File: src/rtl/drsstc_pkg.sv
// -----------------------------------------------------------------------------
// drsstc_pkg
// Shared definitions for the DRSSTC controller: configuration array geometry,
// ASCII digit bounds, UART receiver and pulse generator state encodings, the
// configuration digit array type and a two-digit BCD to binary helper.
// -----------------------------------------------------------------------------
package drsstc_pkg;

    localparam int CONF_PAR_MAX = 5;
    localparam int CONF_PAR_4   = 4;

    localparam logic [7:0] ASCII_0 = 8'h30;
    localparam logic [7:0] ASCII_9 = 8'h39;

    typedef enum logic [1:0] {
        U_IDLE,
        U_START,
        U_DATA,
        U_STOP
    } uart_state_t;

    typedef enum logic [1:0] {
        G_IDLE,
        G_OFF,
        G_PRE,
        G_ON
    } gen_state_t;

    // Index 0 is the most recently received digit.
    typedef logic [CONF_PAR_MAX-1:0][CONF_PAR_4-1:0] conf_t;

    // Two decimal digits to a binary count (0..99 fits in 7 bits).
    function automatic logic [6:0] bcd2(input logic [3:0] tens, input logic [3:0] ones);
        return 7'(tens) * 7'd10 + 7'(ones);
    endfunction

endpackage

File: src/rtl/uart_rx.sv
// -----------------------------------------------------------------------------
// uart_rx
// 8N1 UART receiver, LSB first, idle-high line.
//   clk      : system clock, rising edge
//   rst_n    : asynchronous active-low reset
//   i_rx     : raw UART line, asynchronous to clk
//   o_byte   : last received byte, meaningful while o_valid is high
//   o_valid  : one-clock strobe after a frame whose stop bit read high
// -----------------------------------------------------------------------------
module uart_rx
    import drsstc_pkg::*;
#(
    parameter int CLK_PER_BIT = 16
) (
    input  logic       clk,
    input  logic       rst_n,
    input  logic       i_rx,
    output logic [7:0] o_byte,
    output logic       o_valid
);

    localparam int CW   = $clog2(CLK_PER_BIT);
    localparam int HALF = CLK_PER_BIT / 2;

    logic              r_sync1;
    logic              r_sync2;
    logic              r_prev;
    uart_state_t       r_state;
    logic [CW-1:0]     r_cnt;
    logic [2:0]        r_bit;
    logic              r_valid;
    logic [7:0]        r_shift;
    logic              w_bit_mid;

    assign w_bit_mid = (r_cnt == CW'(CLK_PER_BIT - 1));

    always_ff @(posedge clk or negedge rst_n) begin
        if (!rst_n) begin
            // Synchronizer resets to the idle level so release is not a start edge.
            r_sync1 <= 1'b1;
            r_sync2 <= 1'b1;
            r_prev  <= 1'b1;
            r_state <= U_IDLE;
            r_cnt   <= '0;
            r_bit   <= '0;
            r_valid <= 1'b0;
        end else begin
            r_sync1 <= i_rx;
            r_sync2 <= r_sync1;
            r_prev  <= r_sync2;
            r_valid <= 1'b0;
            case (r_state)
                U_IDLE: begin
                    r_cnt <= '0;
                    if (r_prev && !r_sync2) begin
                        r_state <= U_START;
                    end
                end
                U_START: begin
                    // Half a bit in: a high line means the edge was a glitch.
                    if (r_cnt == CW'(HALF - 1)) begin
                        r_cnt   <= '0;
                        r_bit   <= '0;
                        r_state <= r_sync2 ? U_IDLE : U_DATA;
                    end else begin
                        r_cnt <= r_cnt + 1'b1;
                    end
                end
                U_DATA: begin
                    if (w_bit_mid) begin
                        r_cnt <= '0;
                        r_bit <= r_bit + 3'd1;
                        if (r_bit == 3'd7) begin
                            r_state <= U_STOP;
                        end
                    end else begin
                        r_cnt <= r_cnt + 1'b1;
                    end
                end
                U_STOP: begin
                    if (w_bit_mid) begin
                        r_cnt   <= '0;
                        r_valid <= r_sync2;
                        r_state <= U_IDLE;
                    end else begin
                        r_cnt <= r_cnt + 1'b1;
                    end
                end
                default: r_state <= U_IDLE;
            endcase
        end
    end

    // Data path carries no reset; it is qualified by r_valid.
    always_ff @(posedge clk) begin
        if (r_state == U_DATA && w_bit_mid) begin
            r_shift <= {r_sync2, r_shift[7:1]};
        end
    end

    assign o_byte  = r_shift;
    assign o_valid = r_valid;

endmodule

File: src/rtl/drsstc_entry.sv
// -----------------------------------------------------------------------------
// drsstc_entry
// DRSSTC controller top: receives ASCII digits over UART into a five-digit
// configuration shift register and generates the interrupter pulse train.
//   clk       : system clock, rising edge
//   rst_n     : asynchronous active-low reset
//   uart_data : UART line (8N1, LSB first, idle high)
//   sh_reg    : configuration digits, index 0 newest
//   out       : interrupter gate output
//   out_pred  : pre-drive output, rises T_pre units before out
// Timing: T_on = sh[1]sh[0], T_off = sh[3]sh[2], T_pre = min(sh[4], T_off),
// all in units of UNIT_CYC clocks.
// -----------------------------------------------------------------------------
module drsstc_entry
    import drsstc_pkg::*;
#(
    parameter int CLK_PER_BIT  = 16,
    parameter int CONF_PAR_MAX = 5,
    parameter int CONF_PAR_4   = 4,
    parameter int UNIT_CYC     = 1
) (
    input  logic                                     clk,
    input  logic                                     rst_n,
    input  logic                                     uart_data,
    output logic [CONF_PAR_MAX-1:0][CONF_PAR_4-1:0]  sh_reg,
    output logic                                     out,
    output logic                                     out_pred
);

    localparam int DW = (UNIT_CYC > 1) ? $clog2(UNIT_CYC) : 1;

    logic [7:0]  w_byte;
    logic        w_valid;
    logic        w_is_digit;

    logic [6:0]  w_ton;
    logic [6:0]  w_toff;
    logic [6:0]  w_tpre;
    gen_state_t  w_first_st;
    logic        w_first_out;
    logic        w_first_pred;

    gen_state_t  r_state;
    logic [6:0]  r_ton;
    logic [6:0]  r_toff;
    logic [6:0]  r_tpre;
    logic [DW-1:0] r_div;
    logic [6:0]  r_cnt;
    logic        r_out;
    logic        r_pred;
    logic [6:0]  w_len;
    logic        w_tick;
    logic        w_end;

    uart_rx #(
        .CLK_PER_BIT (CLK_PER_BIT)
    ) u_rx (
        .clk     (clk),
        .rst_n   (rst_n),
        .i_rx    (uart_data),
        .o_byte  (w_byte),
        .o_valid (w_valid)
    );

    assign w_is_digit = w_valid && (w_byte >= ASCII_0) && (w_byte <= ASCII_9);

    always_ff @(posedge clk or negedge rst_n) begin
        if (!rst_n) begin
            sh_reg <= '0;
        end else if (w_is_digit) begin
            sh_reg <= {sh_reg[CONF_PAR_MAX-2:0], w_byte[CONF_PAR_4-1:0]};
        end
    end

    // Live parameters from the digit register; only sampled into the shadow
    // copies at the start of a period.
    assign w_ton  = bcd2(sh_reg[1], sh_reg[0]);
    assign w_toff = bcd2(sh_reg[3], sh_reg[2]);
    assign w_tpre = (7'(sh_reg[4]) < w_toff) ? 7'(sh_reg[4]) : w_toff;

    // First non-empty phase of a new period.
    always_comb begin
        w_first_st = G_ON;
        if (w_toff != w_tpre) begin
            w_first_st = G_OFF;
        end else if (w_tpre != 7'd0) begin
            w_first_st = G_PRE;
        end
    end
    assign w_first_out  = (w_first_st == G_ON);
    assign w_first_pred = (w_first_st != G_OFF);

    always_comb begin
        case (r_state)
            G_OFF:   w_len = r_toff - r_tpre;
            G_PRE:   w_len = r_tpre;
            default: w_len = r_ton;
        endcase
    end

    assign w_tick = (r_div == DW'(UNIT_CYC - 1));
    assign w_end  = w_tick && (r_cnt == w_len - 7'd1);

    always_ff @(posedge clk or negedge rst_n) begin
        if (!rst_n) begin
            r_state <= G_IDLE;
            r_ton   <= '0;
            r_toff  <= '0;
            r_tpre  <= '0;
            r_div   <= '0;
            r_cnt   <= '0;
            r_out   <= 1'b0;
            r_pred  <= 1'b0;
        end else begin
            // Unit prescaler and elapsed-unit counter restart on every phase.
            if (r_state == G_IDLE || w_end) begin
                r_div <= '0;
                r_cnt <= '0;
            end else if (w_tick) begin
                r_div <= '0;
                r_cnt <= r_cnt + 7'd1;
            end else begin
                r_div <= r_div + 1'b1;
            end

            case (r_state)
                G_IDLE: begin
                    if (w_ton != 7'd0) begin
                        r_ton   <= w_ton;
                        r_toff  <= w_toff;
                        r_tpre  <= w_tpre;
                        r_state <= w_first_st;
                        r_out   <= w_first_out;
                        r_pred  <= w_first_pred;
                    end
                end
                G_OFF: begin
                    if (w_end) begin
                        r_state <= (r_tpre != 7'd0) ? G_PRE : G_ON;
                        r_pred  <= 1'b1;
                        r_out   <= (r_tpre == 7'd0);
                    end
                end
                G_PRE: begin
                    if (w_end) begin
                        r_state <= G_ON;
                        r_out   <= 1'b1;
                        r_pred  <= 1'b1;
                    end
                end
                G_ON: begin
                    if (w_end) begin
                        if (w_ton == 7'd0) begin
                            r_state <= G_IDLE;
                            r_out   <= 1'b0;
                            r_pred  <= 1'b0;
                        end else begin
                            r_ton   <= w_ton;
                            r_toff  <= w_toff;
                            r_tpre  <= w_tpre;
                            r_state <= w_first_st;
                            r_out   <= w_first_out;
                            r_pred  <= w_first_pred;
                        end
                    end
                end
                default: r_state <= G_IDLE;
            endcase
        end
    end

    assign out      = r_out;
    assign out_pred = r_pred;

endmodule

File: config.mk
export PLATFORM = sky130hd
export DESIGN_NAME = drsstc_entry
export DESIGN_NICKNAME = d
export VERILOG_FILES = /design/src/rtl/drsstc_pkg.sv /design/src/rtl/uart_rx.sv /design/src/rtl/drsstc_entry.sv
export SDC_FILE = /design/constraint.sdc
export NUM_CORES = 1
export LEC_CHECK = 0
export ABC_AREA = 1
export CORE_MARGIN = 2
export CORE_UTILIZATION = 35
export CTS_BUF_LIST = sky130_fd_sc_hd__clkbuf_4 sky130_fd_sc_hd__clkbuf_8 sky130_fd_sc_hd__clkbuf_16
export DETAILED_ROUTE_END_ITERATION = 10
export GPL_ROUTABILITY_DRIVEN = 0
export PLACE_DENSITY_LB_ADDON = 0.1
export SYNTH_ARGS = -nofsm -noshare
export SYNTH_HDL_FRONTEND = slang
export SYNTH_SLANG_ARGS = --single-unit
File: constraint.sdc
create_clock -name clk -period 4.1 [get_ports clk]
set_input_delay 1.23 -clock clk [delete_from_list [all_inputs] [get_ports clk]]
set_output_delay 1.23 -clock clk [all_outputs]
set_load 0.02 [all_outputs]
After elaboration in Yosys (flattened, before gate mapping). Cells that the tools add are included.

Output and inout port bits: 22. Bits of input ports: 3. Register bits: 74. Logic and storage cells: 135.

Bitwise gates (word level): 1. Muxes and demuxes: 52. $lt $le $gt $ge: 3. Equal/unequal tests: 25. Add/subtract/negate cells: 8. Reductions and logical operators: 23. Multiply operators: 2.

Operators by type and width (number): 7-bit 2-to-1 mux (12); 7-bit one-hot mux with 2 select lines (4); 2-bit 2-to-1 mux (12); 7-bit nonzero test (3); 2-bit by 1-bit inequality test with 1-bit output, second input constant (9); 2-bit one-hot mux with 4 select lines (2); 7-bit by 4-bit adder with 7-bit output (2); 7-bit zero test (2); 1-bit 2-to-1 mux (14); 4-bit by 3-bit multiplier with 6-bit output, second input constant (2); 4-bit one-hot mux with 3 select lines (1); 2-bit == test, second input constant (5); 8-bit by 6-bit >= comparator with 1-bit output, second input constant (1); 8-bit by 6-bit less-or-equal comparator with 1-bit output, second input constant (1); 4-bit 2-to-1 mux (2); 2-bit inequality test, second input constant (4); 4-bit AND reduction (2); 7-bit by 1-bit adder with 7-bit output, second input constant (1); 7-bit == test (1); 4-bit by 7-bit < comparator with 1-bit output (1); 7-bit inequality test (1); 7-bit by 1-bit subtractor with 7-bit output, second input constant (1); 7-bit subtractor (1); 3-bit 2-to-1 mux (2); other kinds (19) (28).

Depth between registers and ports, before layout. Gate-level depths: netlist of run 1.

Word-level depth: 11. Depth in mapped cells: 23. Gate-level depth less buffers: 23.

Cells and area by module. Synthesis of run 1 repeated with hierarchy kept, for this count alone.

Cells, all modules: 560. Area total of the unflattened synthesis: 4436.8 sq um.

By module, submodules not included: drsstc_entry (cells an instance 487, sequential area each 1301.2 sq um, area an instance 3594.7 sq um, times used 1); uart_rx (cells an instance 73, sequential area each 569.3 sq um, area an instance 842.1 sq um, times used 1).

Least setup slack after synthesis of run 1. Ideal clock, no wire load.

Path kind: register -> register. From: register sh_reg[13] (netlist bit). To: register r_state[0]. Path buffers: 1. Path slack: 1203 ps. Data required time: 3983 ps. Arrival time: 2780 ps. Period minus slack after synthesis: 2897 ps. Setup time: 117 ps. Cell stages (with the launch flop): 18. Cells stage by stage: dfrtp_1 > ha_1 > ha_1 > fa_1 > nand2_1 > inv_1 > nand3_1 > nand2_1 > nand3_1 > buf_2 > nand3_1 > nand3_1 > nor2_1 > nand3_1 > nand2_1 > nand2_1 > nand4_1 > nand2_1.

Cells in the longest elaborated chain, start to end: 10. Elaborated cells between the ends (all ways): 12. Classes of those cells: 1 x add/sub; 1 x mul; 1 x order compare; 1 x eq/ne; 7 x mux; 1 x reduce/logical.

Ends and longest elaborated chain: start: declaration (RTL line drsstc_entry.sv:25) `output logic [CONF_PAR_MAX-1:0][CONF_PAR_4-1:0] sh_reg,`; start signal: assignment (RTL line drsstc_entry.sv:71) `sh_reg <= {sh_reg[CONF_PAR_MAX-2:0], w_byte[CONF_PAR_4-1:0]};`; 4-bit by 3-bit multiplier with 6-bit output * (RTL line drsstc_pkg.sv:34) `return 7'(tens) * 7'd10 + 7'(ones);`; 7-bit by 4-bit adder with 7-bit output * (RTL line drsstc_pkg.sv:34); 4-bit by 7-bit < comparator with 1-bit output (RTL line drsstc_entry.sv:79) `assign w_tpre = (7'(sh_reg[4]) < w_toff) ? 7'(sh_reg[4]) : w_toff;`; 7-bit 2-to-1 mux (RTL line drsstc_entry.sv:79); 7-bit nonzero test (RTL line drsstc_entry.sv:86) `end else if (w_tpre != 7'd0) begin`; 1-bit 2-to-1 mux (RTL line drsstc_entry.sv:86); 2-bit 2-to-1 mux * (RTL line drsstc_entry.sv:84) `if (w_toff != w_tpre) begin`; 2-bit 2-to-1 mux (RTL line drsstc_entry.sv:153) `if (w_ton == 7'd0) begin`; 2-bit 2-to-1 mux (RTL line drsstc_entry.sv:152) `if (w_end) begin`; 2-bit one-hot mux with 4 select lines * (RTL line drsstc_entry.sv:126) `case (r_state)`; end signal: assignment (RTL line drsstc_entry.sv:132) `r_state <= w_first_st;`; end signal: assignment (RTL line drsstc_entry.sv:139) `r_state <= (r_tpre != 7'd0) ? G_PRE : G_ON;`; end signal: assignment (RTL line drsstc_entry.sv:161) `r_state <= w_first_st;`; end: declaration (RTL line drsstc_entry.sv:43) `gen_state_t r_state;`.

Mark *: on every way between the ends. The rest lies on a longest branch, timed or not. The select of a mux whose other input is x is not followed. A chain may end at the register's enable or synchronous reset.

Worst setup path after layout of run 1.
From: register sh_reg[13] (netlist bit). To: register r_pred (netlist: out_pred).

Cells in the longest elaborated chain, start to end: 11. Elaborated cells between the ends (all ways): 13. Classes of those cells: 1 x add/sub; 1 x mul; 1 x order compare; 2 x eq/ne; 7 x mux; 1 x reduce/logical.

Ends and longest elaborated chain: 4-bit by 3-bit multiplier with 6-bit output * (RTL line drsstc_pkg.sv:34); 7-bit by 4-bit adder with 7-bit output * (RTL line drsstc_pkg.sv:34); 4-bit by 7-bit < comparator with 1-bit output (RTL line drsstc_entry.sv:79); 7-bit 2-to-1 mux (RTL line drsstc_entry.sv:79); 7-bit nonzero test (RTL line drsstc_entry.sv:86); 1-bit 2-to-1 mux (RTL line drsstc_entry.sv:86); 2-bit 2-to-1 mux * (RTL line drsstc_entry.sv:84); 2-bit by 1-bit inequality test with 1-bit output * (RTL line drsstc_entry.sv:91) `assign w_first_pred = (w_first_st != G_OFF);`; 1-bit 2-to-1 mux (RTL line drsstc_entry.sv:153); 1-bit 2-to-1 mux (RTL line drsstc_entry.sv:152); 1-bit one-hot mux with 3 select lines * (RTL line drsstc_entry.sv:126); end signal: assignment (RTL line drsstc_entry.sv:134) `r_pred <= w_first_pred;`; end signal: assignment (RTL line drsstc_entry.sv:163) `r_pred <= w_first_pred;`; end: declaration (RTL line drsstc_entry.sv:50) `logic r_pred;`.

Marked as above.

==> impl_results.md, run 1 <==
- Outcome: complete, no violations
- Post-DP HPWL: 7350 µm
- Placed Cells: 744
- DR WL/cell: 12.9 µm
- Row count: 41
- Register-to-Register Path Depth: 15
- Setup crit start kind: flip-flop
- Vias in the first global route: 3,545
- Crit Path Category: flip-flop to flip-flop
- Die area: 13,900 µm²
- CTS Hold Buffers Added: 0
- GRT Total Usage: 15.3%
- Die height: 118 µm
- Commonest non-fill, non-tap cell in the layout: nand2_1
- Multi-input logic area: 2290 µm²
- DR vias/cell: 4.73
- Ant. Diodes: 0
- Syn. warnings: 0
- Final min period: 3.42 ns
- CP max FO: 12
- Synthesis-to-layout area growth: 14.3%
- Critical Path RT: 4.39 ns
- CP endpoint kind: flip-flop
- CTS resizes: 0
- Final setup TNS: 0 ns
- Overall routed net length: 9800 µm
- Pwr dens: 321 nW/µm²
- Fin. Hold Viols: 0
- Critical path depth in cells: 15
- Worst slew pin tran: 0.862 ns
- Final Max Slew Viols: 0
- Congestion Overflow GR: 0
- I/O pins: 25
- Initial antenna violation count: 0
- Design area: 5200 µm²
- Max Buffers Root-to-Sink: 2
- I/O Buffers: 24
- RSZ-0062 raised after global routing: false
- Initial Util: 35.9%
- Mapped cell area: 4550 µm²
- Worst-path cell chain: ha_1, ha_1, fa_1, inv_1, nand2_1, nand2_1, nor2_2, nand3_1, nand3_1, nand3_1, nor2_1, nand3_1, o21ai_0, nand4_1, nand2_1
- Fin Clk Skew: 0.0103 ns
- Die width: 118 µm
- DR vias: 3,598
- Synthesized flop and latch total: 73
- CP max-delay cell: fa_1
- Num CTS Buffers: 9
- Max-cap violations: 0
- Fin crit share: 83.4%
- Core Region: 12,700 µm²
- Setup bufs post-CTS: 0
- Final Setup Violations: 0
- Drt drc: 0
- Crit path buf inv count: 1
- Register area share after synthesis: 41.1%
- Final net count: 621
- Sink Count: 73
- Slowest cell delay on critical path: 0.53 ns
- Maximum vdd ir drop: 0.225 mV
- Fillers: 1,313
- First-pass GRT wire length: 16,900 µm
- Min-delay worst type: flip-flop to flip-flop
- CTS H-Tree Depth: 3
- Library cells used by synthesis: 38
- Drt first pass iters: 6
- Share of cells above drive strength 1: 12.8%
- Non-Filler Instances: 760
- CTS root buf: clkbuf_16
- Kind of cell adding the most delay to the critical path: simple AND/OR/NAND/NOR gates
- Reg clk slew, reported paths: 0.07 ns
- Worst Hold Depth: 0
- Max reg flops: 20
- P_leak: 2.56 nW
- Largest net degree at the start of global routing: 66
- First DRT Iteration DRCs: 254
- Normalized max-slew margin: 42.6%
- Syn_nets: 598
- Crit path DAT: 3.71 ns
- DRT antenna net count: 0
- CTS tree: done
- Cell Area, Placed: 4920 µm²
- Avg Inst Size Synth: 8.13 µm²
- Clock Latency Late Sink: 0.35 ns
- Register Area: 1870 µm²
- Most frequent cells in the layout: nand2_1 (131), inv_1 (75), dfrtp_1 (62)
- Most used cell, CP: nand3_1
- Cells after Synth: 560
- Peak Freq: 292 MHz
- Final hold slack: 0.359 ns
-- routing by layer --
layer | global-route usage (%) | up-vias | wire [µm]
met3 | 3.92 | 12 | 386
met2 | 22.2 | 50 | 4260
li1 | - | 1857 | -
met1 | 21.4 | 1679 | 4970
met4 | 6.48 | 0 | 181
met5 | 0 | - | 0
-- final timing paths --
| path | from | to | slack [ns] |
|---|---|---|---|
| max | sh_reg[13] | out_pred | 0.68 |
| min | u_rx.r_sync1 | u_rx.r_sync2 | 0.36 |
| max reg2reg | sh_reg[13] | out_pred | 0.68 |
| min reg2reg | u_rx.r_sync1 | u_rx.r_sync2 | 0.36 |
| max in group asynchronous | rst_n | u_rx.r_cnt[2] | 2.46 |
| min in group asynchronous | rst_n | r_tpre[5] | 1.09 |
-- cell type report --
type                            instances  share of cell area [%]
Multi-Input combinational cell        394                    43.9
Sequential cell                        73                    35.9
Inverter                               79                    5.70
Timing Repair Buffer                   26                    4.81
Clock buffer                            9                    4.33
Tap cell                              172                    4.14
Clock inverter                          7                    1.15
-- power by group --
part | internal (mW) | leakage, nW | switching, mW | total [mW]
registers | 0.752 | 0.965 | 0.0158 | 0.768
clock network | 0.420 | 0.131 | 0.338 | 0.758
logic | 0.0515 | 1.46 | 0.0950 | 0.146
-- cells in the mapped netlist --
library cell | instances | area, µm²
a21oi_1 | 23 | 115
a21oi_2 | 1 | 8.76
a21oi_4 | 1 | 16.3
a22o_1 | 1 | 8.76
a41oi_1 | 1 | 8.76
buf_1 | 1 | 3.75
buf_2 | 1 | 5.00
buf_4 | 4 | 30.0
buf_6 | 4 | 45.0
clkbuf_1 | 4 | 15.0
clkinv_1 | 1 | 3.75
dfrtp_1 | 62 | 1550
dfstp_2 | 3 | 78.8
edfxtp_1 | 8 | 240
fa_1 | 5 | 100
ha_1 | 30 | 375
inv_1 | 75 | 282
inv_2 | 3 | 11.3
mux2_2 | 1 | 11.3
nand2_1 | 131 | 492
nand2_2 | 19 | 119
nand2_4 | 2 | 22.5
nand3_1 | 52 | 260
nand3_2 | 1 | 10.0
nand4_1 | 16 | 100
nor2_1 | 39 | 146
nor2_2 | 5 | 31.3
nor2_4 | 1 | 11.3
nor3_1 | 4 | 20.0
nor3b_1 | 3 | 22.5
o211ai_1 | 1 | 7.51
o21ai_0 | 22 | 110
o21ai_2 | 15 | 131
o22ai_1 | 1 | 6.26
or2_1 | 2 | 12.5
or2_2 | 4 | 25.0
xnor2_1 | 3 | 26.3
xor2_1 | 10 | 87.6
-- cell families (layout without fill, tap and decap cells) --
logic type | after synthesis | count (layout) | synth area share, %
flops | 73 | 73 | 41.1
xor+xnor | 13 | 13 | 2.50
compound gates | 66 | 66 | 9.07
fa+ha+maj | 35 | 35 | 10.4
buf+inv | 93 | 121 | 8.69
simple gates | 279 | 279 | 28.0
mux | 1 | 1 | 0.247
-- per-stage QoR --
| stage | power, mW | utilization [%] | worst slack [ns] |
|---|---|---|---|
| final | 1.67 | 41.1 | 0.679 |
| after global placement | 0.929 | 38.8 | 0.737 |
| after global routing | 1.77 | 41.1 | 0.432 |
| after CTS | 1.71 | 41.1 | 0.661 |
| after floorplan | 0.889 | - | 1.20 |
| after detailed placement | 0.931 | 38.8 | 0.708 |
Power figures use the tool's default switching activity.
==> run 2, diff against run 1 <==
clock period = 2.86 ns   (was 4.1 ns; I/O delays follow)
==> impl_results.md, run 2 (synthesis gave the netlist of run 1 again) <==
- RSZ-0062 raised after global routing: true
- Most used cell, CP: nand2_1
- Min-delay worst type: flip-flop to flip-flop
- Post-DP HPWL: 8040 µm (+9.3%)
- Max-cap violations: 0 (unchanged)
- Worst slew pin tran: 0.719 ns (-0.142 ns)
- GRT Total Usage: 16.0% (+0.76 points)
- Drt drc: 0 (unchanged)
- CP max FO: 6 (-6)
- Most frequent cells in the layout: nand2_1 (117), inv_1 (70), dfrtp_1 (60)
- Die width: 118 µm (unchanged)
- Slowest cell delay on critical path: 0.42 ns (-0.11 ns)
- Reg clk slew, reported paths: 0.06 ns (about the same)
- Crit path DAT: 3.10 ns (-0.61 ns)
- Critical Path RT: 3.13 ns (-1.26 ns)
- P_leak: 2.89 nW (+13%)
- Met1 Wirelength: 5330 µm (+7.2%)
- Normalized max-slew margin: 51.9% (+9.4 points)
- Die height: 118 µm (unchanged)
- First DRT Iteration DRCs: 131 (-48%)
- DR vias/cell: 4.69 (-0.99%)
- Initial Util: 35.9% (unchanged)
- Kind of cell adding the most delay to the critical path: adder cells
- Worst Hold Depth: 0 (unchanged)
- Core Region: 12,700 µm² (unchanged)
- Setup crit start kind: flip-flop
- Commonest non-fill, non-tap cell in the layout: nand2_1
- Ant. Diodes: 0 (unchanged)
- Share of cells above drive strength 1: 26.8% (+14 points)
- First-pass GRT wire length: 18,000 µm (+6.0%)
- Die area: 13,900 µm² (unchanged)
- Synthesis-to-layout area growth: 28.8%
- Sw Ratio: 25.2% (-1.6 points)
- Clock Power Share: 45.4% (about the same)
- Combinational power share: 9.9% (+1.1 points)
- Final core utilization: 46.3% (+5.2 points)
- Final hold slack: 0.356 ns (-0.00274 ns)
- Top sig layer: met4
- Vias in the first global route: 3,748 (+5.7%)
- DR vias: 3,811 (+5.9%)
- Worst-path cell chain: ha_1, ha_2, xor2_2, inv_1, ha_1, nand2_1, nand2_1, nand3_4, buf_6, nand3_1, nand3_2, nor2_4, nand3_2, o21ai_1, nand4_1, nand2_1
- Hold Startpoint: u_rx.r_sync1
- Fin crit share: 99.1% (+16 points)
- Drt first pass iters: 4 (-2)
- Congestion Overflow GR: 0 (unchanged)
- Pwr dens: 421 nW/µm² (+31%)
- Final net count: 674 (+8.5%)
- Sink Count: 73 (unchanged)
- Reg-to-reg endpoint: out_pred
- Max reg flops: 20 (unchanged)
- Crit Path Category: flip-flop to flip-flop
- Switching power: 0.622 mW (+38%)
- Final min period: 2.83 ns (-0.586 ns)
- Outcome: complete, no violations
- Register-to-Register Path Depth: 16 (+1)
- Clock Latency Late Sink: 0.33 ns (-0.02 ns)
- Overall routed net length: 10,700 µm (+8.9%)
- Row count: 41 (unchanged)
- CP endpoint kind: flip-flop
- Max Buffers Root-to-Sink: 2 (unchanged)
- CTS root buf: clkbuf_16
- Sequential share of power: 44.7% (-1.2 points)
- CTS H-Tree Depth: 3 (unchanged)
- CP max-delay cell: dfrtp_2
- Worst R2R Start: sh_reg[12]
- Detail Route met2 WL: 4960 µm (+16%)
- Num CTS Buffers: 9 (unchanged)
- DR WL/cell: 13.1 µm (+1.8%)
- I/O Buffers: 24 (unchanged)
- CTS tree: done
- I/O pins: 25 (unchanged)
- Final Max Slew Viols: 0 (unchanged)
- Hold endpoint: u_rx.r_sync2
- Peak Freq: 353 MHz (+21%)
- Cell Int Power: 1.84 mW (+51%)
- CTS Hold Buffers Added: 0 (unchanged)
- Largest net degree at the start of global routing: 48 (-27%)
- Critical path depth in cells: 16 (+1)
- DRT antenna net count: 0 (unchanged)
- Maximum vdd ir drop: 0.299 mV (+33%)
- Fin. Hold Viols: 0 (unchanged)
- Initial antenna violation count: 0 (unchanged)
- Final Setup Violations: 0 (unchanged)
- Crit path buf inv count: 2 (+1)
- Worst R2R Setup Slack: 0.03 ns (-0.65 ns)
- Met3 routed wirelength: 272 µm (-30%)
- Fin Clk Skew: 0.00762 ns (-0.00271 ns)
## run 2: changes by cell type in the layout (fill, tap and decap cells not counted), sizes merged
cell,change
bufinv,+1
buf,+53
inv,-2
clkinv,+1
## run 2: power groups by stage
| stage | Combinational (mW) | Sequential (mW) | Clock [mW] |
|---|---|---|---|
| 2_1_floorplan | 0.158 | 1.12 | 0 |
| 6_report | 0.245 | 1.10 | 1.12 |
| 3_3_place_gp | 0.224 | 1.12 | 0 |
| 4_1_cts | 0.227 | 1.10 | 1.15 |
| 3_5_place_dp | 0.225 | 1.12 | 0 |
| 5_1_grt | 0.277 | 1.10 | 1.20 |
## run 2: metal layers
| layer | up-vias | global-route usage, % |
|---|---|---|
| met3 | 10 | 2.62 |
| met4 | 0 | 5.95 |
| met1 | 1797 | 22.4 |
| met2 | 39 | 25.0 |
| li1 | 1965 | - |
| met5 | - | 0 |
## run 2: worst max path at each step
| stage | from | to | slack, ns |
|---|---|---|---|
| global route | r_toff[0] | r_tpre[2] | -0.18 |
| floorplan | sh_reg[13] | r_state[0] | -0.02 |
| global placement | sh_reg[12] | out_pred | -0.07 |
| finish | sh_reg[12] | out_pred | 0.03 |
| detailed placement | sh_reg[12] | out_pred | -0.06 |
| CTS | r_toff[0] | out | 0.005 |
## run 2: timing repair
item,in CTS,in global routing
gates cloned,0,1
setup buffers,1,5
endpoints found under the hold margin,0,0
pin swaps,4,28
resized for setup,4,57
setup endpoints to repair,8,32
## run 2: layout make-up
type | count | area (µm²)
sequential | 73 | 1870
multi-input combinational | 394 | 2480
tap | 172 | 215
clock inverter | 7 | 70.1
fill | 1290 | 6810
inverter | 79 | 297
timing repair buffer | 79 | 699
clock buffer | 9 | 225
## run 2: stage by stage
step | instances | setup WS [ns] | setup TNS (ns) | instance area (µm²) | power [mW]
4_1_cts | 807 | 0.00545 | 0 | 5610 | 2.48
3_5_place_dp | 790 | -0.0634 | -0.126 | 5290 | 1.35
2_1_floorplan | 560 | -0.0206 | -0.0206 | 4560 | 1.27
3_3_place_gp | 790 | -0.0665 | -0.136 | 5290 | 1.34
5_1_grt | 813 | -0.176 | -3.57 | 5860 | 2.58
6_report | 813 | 0.0253 | 0 | 5860 | 2.46
